## src/rtl/csa_tree_stream_adapter.sv

```systemverilog
// Valid/ready stream wrapper around a fixed-latency, handshake-free CSA tree.
// Collects I_DATA_N words per vector and returns each sum through a credit-guarded FIFO.
module csa_tree_stream_adapter #(
    parameter int unsigned I_DATA_W  = 3,
    parameter int unsigned I_DATA_N  = 8,
    parameter int unsigned SUM_W     = 8,
    parameter int unsigned TREE_LAT  = 4,
    parameter int unsigned RES_DEPTH = 4
) (
    input  logic                                  clk,
    input  logic                                  rst_n,
    input  logic                                  s_valid,
    output logic                                  s_ready,
    input  logic [I_DATA_W-1:0]                   s_data,
    output logic [0:I_DATA_N-1][I_DATA_W-1:0]     o_tree_data,
    input  logic [SUM_W-1:0]                      i_tree_sum,
    output logic                                  m_valid,
    input  logic                                  m_ready,
    output logic [SUM_W-1:0]                      m_data
);

    localparam int unsigned IDX_W = $clog2(I_DATA_N);
    localparam int unsigned CRD_W = $clog2(RES_DEPTH + 1);
    localparam int unsigned PTR_W = (RES_DEPTH > 1) ? $clog2(RES_DEPTH) : 1;
    localparam longint unsigned MAX_SUM = 64'(I_DATA_N) * ((64'd1 << I_DATA_W) - 64'd1);
    localparam longint unsigned SUM_LIM = (64'd1 << SUM_W) - 64'd1;

    if (MAX_SUM > SUM_LIM) begin : g_sum_width_err
        $error("SUM_W cannot hold I_DATA_N * (2**I_DATA_W - 1)");
    end
    if (I_DATA_N < 3 || TREE_LAT < 1 || RES_DEPTH < 1) begin : g_param_err
        $error("illegal I_DATA_N, TREE_LAT or RES_DEPTH");
    end

    logic [IDX_W-1:0]    r_idx;
    logic [CRD_W-1:0]    r_credits;
    logic [TREE_LAT:0]   r_track;
    logic [SUM_W-1:0]    r_mem [RES_DEPTH];
    logic [PTR_W-1:0]    r_wr_ptr;
    logic [PTR_W-1:0]    r_rd_ptr;
    logic [CRD_W-1:0]    r_count;

    logic w_last;
    logic w_accept;
    logic w_launch;
    logic w_push;
    logic w_pop;

    function automatic logic [PTR_W-1:0] ptr_inc(input logic [PTR_W-1:0] p);
        return (p == PTR_W'(RES_DEPTH - 1)) ? '0 : p + PTR_W'(1);
    endfunction

    always_comb begin
        w_last   = (r_idx == IDX_W'(I_DATA_N - 1));
        // Only the launching word can stall: it needs a guaranteed FIFO slot.
        s_ready  = !(w_last && (r_credits == '0));
        w_accept = s_valid && s_ready;
        w_launch = w_accept && w_last;
        // Top bit is one edge past the tree latency, when i_tree_sum holds this vector.
        w_push   = r_track[TREE_LAT];
        m_valid  = (r_count != '0);
        m_data   = m_valid ? r_mem[r_rd_ptr] : '0;
        w_pop    = m_valid && m_ready;
    end

    always_ff @(posedge clk or negedge rst_n) begin
        if (!rst_n) begin
            r_idx       <= '0;
            o_tree_data <= '0;
            r_credits   <= CRD_W'(RES_DEPTH);
            r_track     <= '0;
            r_wr_ptr    <= '0;
            r_rd_ptr    <= '0;
            r_count     <= '0;
        end else begin
            if (w_accept) begin
                o_tree_data[r_idx] <= s_data;
                r_idx              <= w_last ? '0 : r_idx + IDX_W'(1);
            end
            r_track <= {r_track[TREE_LAT-1:0], w_launch};
            case ({w_launch, w_pop})
                2'b10:   r_credits <= r_credits - CRD_W'(1);
                2'b01:   r_credits <= r_credits + CRD_W'(1);
                default: r_credits <= r_credits;
            endcase
            if (w_push) begin
                r_wr_ptr <= ptr_inc(r_wr_ptr);
            end
            if (w_pop) begin
                r_rd_ptr <= ptr_inc(r_rd_ptr);
            end
            r_count <= r_count + CRD_W'(w_push) - CRD_W'(w_pop);
        end
    end

    always_ff @(posedge clk) begin
        if (w_push) begin
            r_mem[r_wr_ptr] <= i_tree_sum;
        end
    end

endmodule

```

## config.mk

```make
export PLATFORM = sky130hd
export DESIGN_NAME = csa_tree_stream_adapter
export DESIGN_NICKNAME = d
export VERILOG_FILES = /design/src/rtl/csa_tree_stream_adapter.sv
export SDC_FILE = /design/constraint.sdc
export NUM_CORES = 1
export LEC_CHECK = 0
export CORE_MARGIN = 3
export CORE_UTILIZATION = 57
export DETAILED_ROUTE_END_ITERATION = 16
export PLACE_DENSITY = 0.95
export RECOVER_POWER = 25
export SYNTH_ARGS = -nofsm -noshare
export SYNTH_HDL_FRONTEND = slang
export SYNTH_SLANG_ARGS = --single-unit
```

## constraint.sdc

```tcl
create_clock -name clk -period 4.56 [get_ports clk]
set_input_delay 0.912 -clock clk [delete_from_list [all_inputs] [get_ports clk]]
set_output_delay 0.912 -clock clk [all_outputs]
set_load 0.02 [all_outputs]
```

Word level (Yosys, flattened, before mapping)
Memory sizes are Yosys's and may differ from the RTL's.
Index checks and enable logic that the tools add are counted.
Storage, ports and cells
  bits in registers: 42
  memory bits (writable): 32
  input bits: 15
  memories kept: 1
Cells by class
  add/sub/neg operators: 7
  order comparisons: 2
  eq/ne operators: 5
  muxes and demuxes: 10
  bitwise operators: 1
  reduce and logical (&&, ||, !) cells: 9
Memories
  r_mem: depth 4, bits a word 8, rd ports 1, clocked after memory_dff 0, wr ports 1, line 38  | logic [SUM_W-1:0] r_mem [RES_DEPTH];
Operators with widths (number)
  $bwmux W24: 1
  $demux W3 S3: 1
  $mux W8: 1
  $add A3 B1 Y3 const B: 2
  $eq A2 B2 Y1 const B: 3
  $mux W3: 2
  $pmux W3 S2: 1
  $logic_and A1 B1 Y1: 5
  $add A2 B1 Y2 const B: 2
  $ge A4 B4 Y1 const B: 1
  $lt A4 B1 Y1 const B: 1
  $mux W2: 2
  $not A3 Y4: 1
  $add A3 B1 Y3: 1
  $eq A3 B3 Y1 const B: 1
  $logic_not A3 Y1: 1
  $reduce_bool A3 Y1: 1
  $sub A3 B1 Y3: 1
  $sub A3 B1 Y3 const B: 1
  $eq A2 B1 Y1 const B: 1
  $mux W1: 2
  $reduce_bool A2 Y1: 1
  $logic_not A1 Y1: 1

Depth between registers and ports, before layout
  word-level depth: 7
  gate-level depth with buffers: 11
  mapped depth without buffers: 11

Worst setup path after synthesis
Ideal clock, no wire load.
  kind: register -> register
  start: register r_idx[1]
  end: register r_credits[2]
  setup time: 75 ps
  data arrival time: 2290 ps
  setup slack: 2196 ps
  stages on the path, launching flop included: 12
  period minus slack after synthesis: 2364 ps
  cells stage by stage: dfrtp_1 ha_1 ha_1 nor4b_4 inv_2 nand3_1 ha_1 inv_1 fa_1 xor2_1 nor2_1 xor2_1
Between the ends
  longest elaborated chain between the ends: 7
  elaborated cells on any way between the ends: 9
  classes of those cells: eq/ne (3); mux (1); reduce/logical (5)
Ends and longest elaborated chain
  start: declaration: line 35  | logic [IDX_W-1:0] r_idx;
  start signal: assignment: line 78  | r_idx <= w_last ? '0 : r_idx + IDX_W'(1);
  $eq A3 B3 Y1 (*): line 54  | w_last = (r_idx == IDX_W'(I_DATA_N - 1));
  $logic_and A1 B1 Y1 (*): line 56  | s_ready = !(w_last && (r_credits == '0));
  $logic_not A1 Y1 (*): line 56
  via s_ready: line 13  | output logic s_ready,
  $logic_and A1 B1 Y1 (*): line 57  | w_accept = s_valid && s_ready;
  $logic_and A1 B1 Y1 (*): line 58  | w_launch = w_accept && w_last;
  $eq A2 B1 Y1 or $eq A2 B2 Y1 (tied branches): line 81  | case ({w_launch, w_pop})
  $pmux W3 S2 or $reduce_bool A2 Y1 (tied branches)
  end signal: assignment: line 82  | 2'b10: r_credits <= r_credits - CRD_W'(1);
  end signal: assignment: line 83  | 2'b01: r_credits <= r_credits + CRD_W'(1);
  end signal: assignment: line 84  | default: r_credits <= r_credits;
  end: declaration: line 36  | logic [CRD_W-1:0] r_credits;
Mark *: on every way through the listed nets, which the timed path passes. The rest lies on a longest branch.
A chain may end at the register's enable or synchronous reset.

Worst setup path after layout
  start: register r_rd_ptr[0]
  end: output port m_data[0]
Between the ends
  longest elaborated chain between the ends: 2
Ends and longest elaborated chain
  start: declaration: line 40  | logic [PTR_W-1:0] r_rd_ptr;
  start signal: assignment: line 90  | r_rd_ptr <= ptr_inc(r_rd_ptr);
  $mem_v2 Z4 W8
  $mux W8: line 62  | m_data = m_valid ? r_mem[r_rd_ptr] : '0;
  end: declaration: line 19  | output logic [SUM_W-1:0] m_data
No other way between the ends.

==> Flow_metrics.wiki <==
{| class="wikitable"
! Metric !! Value
|-
| Final routed wirelength across all metal layers || 5850 um
|-
| Max-slew violation total from the final report || 43
|-
| Reg2reg start || r_idx[1]$_DFFE_PN0P_
|-
| Cell taking the most area after synthesis || sky130_fd_sc_hd__dfrtp_1
|-
| Cell count after synthesis || 179
|-
| Max Clk Rate || 305 MHz
|-
| Clock skew || 0.0106 ns
|-
| Final net count || 262
|-
| Count of filler cells inserted in the layout || 286
|-
| Clock tree from TritonCTS || done
|-
| Total setup violations reported at the end of the flow || 0
|-
| Pin count of the biggest net entering global routing || 43
|-
| Worst setup path category || reg -> out
|-
| Vias after detailed routing || 1729
|-
| Violated checks || capacitance limit, slew limit
|-
| Critical hold path startpoint || r_track[2]$_DFF_PN0_
|-
| Static power due to leakage || 1.49 nW
|-
| Wire length of the first global-routing pass || 9410 um
|-
| Ports || 49
|-
| Total iterations of the first detailed-routing run || 6
|-
| Number of DRC violations after detailed routing || 0
|-
| Crit Path Max Fanout || 11
|-
| Cells along the critical path || mux4_2 > and2_1 > clkdlybuf4s50_1
|-
| Die ar. || 0.00626 mm2
|-
| Remaining Overflow, GRT || 0
|-
| Post-synth top flop || sky130_fd_sc_hd__dfrtp_1
|-
| Worst EP required || 3.65 ns
|-
| Placed Area || 0.00359 mm2
|-
| Clock latency at the later pin of the worst-skew pair || 0.33 ns
|-
| Maximum resistive drop on vdd || 0.620 mV
|-
| Aggregate global-route resource usage || 20.4%
|-
| Post-synthesis to final-layout area growth || 23.7%
|-
| CTS Hold Buffers Added || 0
|-
| Total power of the final layout || 2.59 mW
|-
| Chip height || 79.1 um
|-
| Cell with the most instances after synthesis || sky130_fd_sc_hd__dfrtp_1
|-
| Synth Net Count || 206
|-
| Synth Area per Inst || 17.0 um2
|-
| Global-route layer with the greatest usage || met2
|-
| Max H-tree Level || 3
|-
| DR vias/cell || 5.63
|-
| Multi-input gate area in the final layout || 976 um2
|-
| Flops & latches, synth || 74
|-
| Post-CTS Setup Repair Bufs || 0
|-
| Slew Limit Headroom || -44.5%
|-
| Vias in the first global route || 1877
|-
| Outcome || complete, but fails checks
|-
| Clock transition at the register clock pins on the worst setup and hold paths after CTS || 0.07 ns
|-
| Core Rows || 25
|-
| Number of antenna violations at the first check in global routing || 0
|-
| Count of routing violations after the opening detailed-route iteration || 98
|-
| Largest stage delay on the critical path || 0.73 ns
|-
| Number of routed nets with antenna violations || 0
|-
| Worst Reg-to-Reg Cells || 11
|-
| CTS sink cnt || 74
|-
| Share of the clock period used by the worst path || 71.9%
|-
| Met3 demand-to-capacity share in global routing || 5.44%
|-
| Post-layout util || 76.3%
|-
| Clock period minus worst slack || 3.28 ns
|-
| Signal arrival time at the worst endpoint || 2.37 ns
|-
| Count of instances resized after the clock tree is built || 0
|-
| R2r setup slk || 1.89 ns
|-
| Port-buffer cells || 48
|-
| GR Util met1 || 23.2%
|-
| Ranking of synthesized cells by instance count || sky130_fd_sc_hd__dfrtp_1, sky130_fd_sc_hd__edfxtp_1, sky130_fd_sc_hd__mux2_2, sky130_fd_sc_hd__and2_1, sky130_fd_sc_hd__ha_1
|-
| Antenna fix cells || 0
|-
| Total Negative Setup Slacks || 0 ns
|-
| Library cells used by synthesis || 32
|-
| Area share of the largest cell type after synthesis || 33.7%
|-
| Total power divided by cell area || 686 mW/mm2
|-
| Number of maximum-capacitance violations || 1
|-
| Worst Setup Start Kind || flop
|-
| Unrepaired setup endpoints after global routing || no
|-
| Placed wire-length estimate || 3930 um
|-
| Share of async-settable or async-resettable flops after synthesis || 56.8%
|-
| Storage element area || 0.00201 mm2
|-
| Post-Syn Area || 0.00305 mm2
|-
| Warnings from Yosys || 0
|-
| Final Wtd Congestion || 0.813
|-
| Average detailed-routed wire length per instance || 19.1 um
|-
| Library cell used as clock root buffer || sky130_fd_sc_hd__clkbuf_8
|-
| Final cell area excluding filler cells || 0.00377 mm2
|-
| Slew of the pin with the lowest slew margin || 2.17 ns
|-
| Area of the core || 0.00494 mm2
|-
| TritonCTS Buffers || 9
|-
| CP max stage cell || sky130_fd_sc_hd__dfrtp_1
|-
| Layout cells sized above 1 || 22.5%
|-
| Hold Fails Final Rpt || 0
|-
| Endpoint of the lowest-slack register-to-register path || r_credits[2]$_DFFE_PN1P_
|-
| Sequential area share after synthesis || 66.1%
|-
| Top cells by area, synth || sky130_fd_sc_hd__dfrtp_1, sky130_fd_sc_hd__edfxtp_1, sky130_fd_sc_hd__mux2_2, sky130_fd_sc_hd__mux4_2, sky130_fd_sc_hd__ha_1
|-
| Path category of the worst min-delay check || reg -> reg
|-
| CP endpoint kind || output port
|-
| Maximum number of buffers from clock root to sink || 2
|-
| Number of stages on the worst hold path || 0
|-
| Die boundary width || 79.1 um
|-
| Initial standard-cell utilization of the core || 61.6%
|-
| Count of flip-flops with a built-in enable after synthesis || 32
|-
| GRT met2 Usage || 36.5%
|-
| Endpoint with the worst hold slack || r_track[3]$_DFF_PN0_
|}
## metal layers
layer,share of wire [%],vias to the layer above
met3,4.2,8
met1,39,901
met2,55,51
met5,0,-
li1,-,769
met4,1.8,0
## where the power goes
group / switching (mW) / internal [mW] / total [mW] / leakage (nW)
logic: 0.474 / 0.583 / 1.06 / 0.608
clock network: 0.225 / 0.245 / 0.471 / 0.0854
registers: 0.176 / 0.882 / 1.06 / 0.800
total: 0.875 / 1.71 / 2.59 / 1.49
## critical path, delay by kind of cell, from the launching register on
family | cells | cell delay (ns)
buffers and inverters | 1 | 0.54
multiplexers | 1 | 0.58
flip-flops | 1 | 0.73
AND/OR/NAND/NOR | 1 | 0.18
## sequential cells by signal, indices dropped and copies added, names as in the netlist
signal       count
r_idx            3
r_count          3
r_wr_ptr         2
r_rd_ptr         2
o_tree_data     24
r_mem           32
r_credits        3
r_track          5
## through the flow
step | hold WS [ns] | std cells | setup WS [ns]
2_1_floorplan | 0.331 | 179 | 2.20
4_1_cts | 0.353 | 307 | 1.25
3_3_place_gp | 0.335 | 291 | 1.68
6_report | 0.352 | 307 | 1.28
3_5_place_dp | 0.336 | 291 | 1.62
5_1_grt | 0.361 | 307 | 1.16
## area by class of cell
class / instances / area share, %
clock buffer: 9 / 3.29
clock inverter: 7 / 1.59
inverter: 10 / 0.996
multi-input combinational: 92 / 25.9
sequential: 74 / 53.4
tap: 67 / 2.22
timing repair buffer: 48 / 12.6
## cells in the final DEF, fill, tap and decap left out, drive strengths merged
cell type / synthesis / layout
nand3: 3 / 3
nor3: 1 / 1
ha: 10 / 10
nor2: 5 / 5
nand2: 3 / 3
mux4: 8 / 8
nand4b: 3 / 3
dfrtp: 41 / 41
and2: 13 / 13
nor3b: 1 / 1
xnor2: 3 / 3
clkdlybuf4s50: 0 / 39
o21ai: 2 / 2
dlygate4sd3: 0 / 8
mux2: 28 / 28
fa: 2 / 2
and2b: 1 / 1
nor4b: 1 / 1
inv: 10 / 10
or3: 1 / 1
nand4: 1 / 1
clkinv: 0 / 4
a22o: 1 / 1
bufinv: 0 / 1
xor2: 2 / 2
and4: 1 / 1
edfxtp: 32 / 32
a21o: 1 / 1
dfstp: 1 / 1
clkinvlp: 0 / 2
and3: 1 / 1
clkbuf: 1 / 10
## worst max-delay path by stage
stage	start	end	slack, ns
3_5_place_dp	r_rd_ptr[0]$_DFFE_PN0P_	m_data[0]	1.62
3_3_place_gp	r_rd_ptr[0]$_DFFE_PN0P_	m_data[3]	1.68
5_1_grt	r_rd_ptr[0]$_DFFE_PN0P_	m_data[0]	1.16
6_report	r_rd_ptr[0]$_DFFE_PN0P_	m_data[0]	1.28
4_1_cts	r_rd_ptr[0]$_DFFE_PN0P_	m_data[0]	1.25
2_1_floorplan	r_idx[1]$_DFFE_PN0P_	r_credits[2]$_DFFE_PN1P_	2.20
## kinds of logic (layout without fill, tap and decap cells)
family                   Yosys count  in the layout  share of synthesized area, %
XOR/XNOR                           5              5                          1.44
AND/OR/NAND/NOR                   35             35                          7.56
adder cells (fa/ha/maj)           12             12                          5.42
flip-flops                        74             74                          66.1
AO/OA/AOI/OAI                      4              4                         0.863
multiplexers                      36             36                          16.8
buffers and inverters             13             74                          1.89
Power figures use the tool's default switching activity.
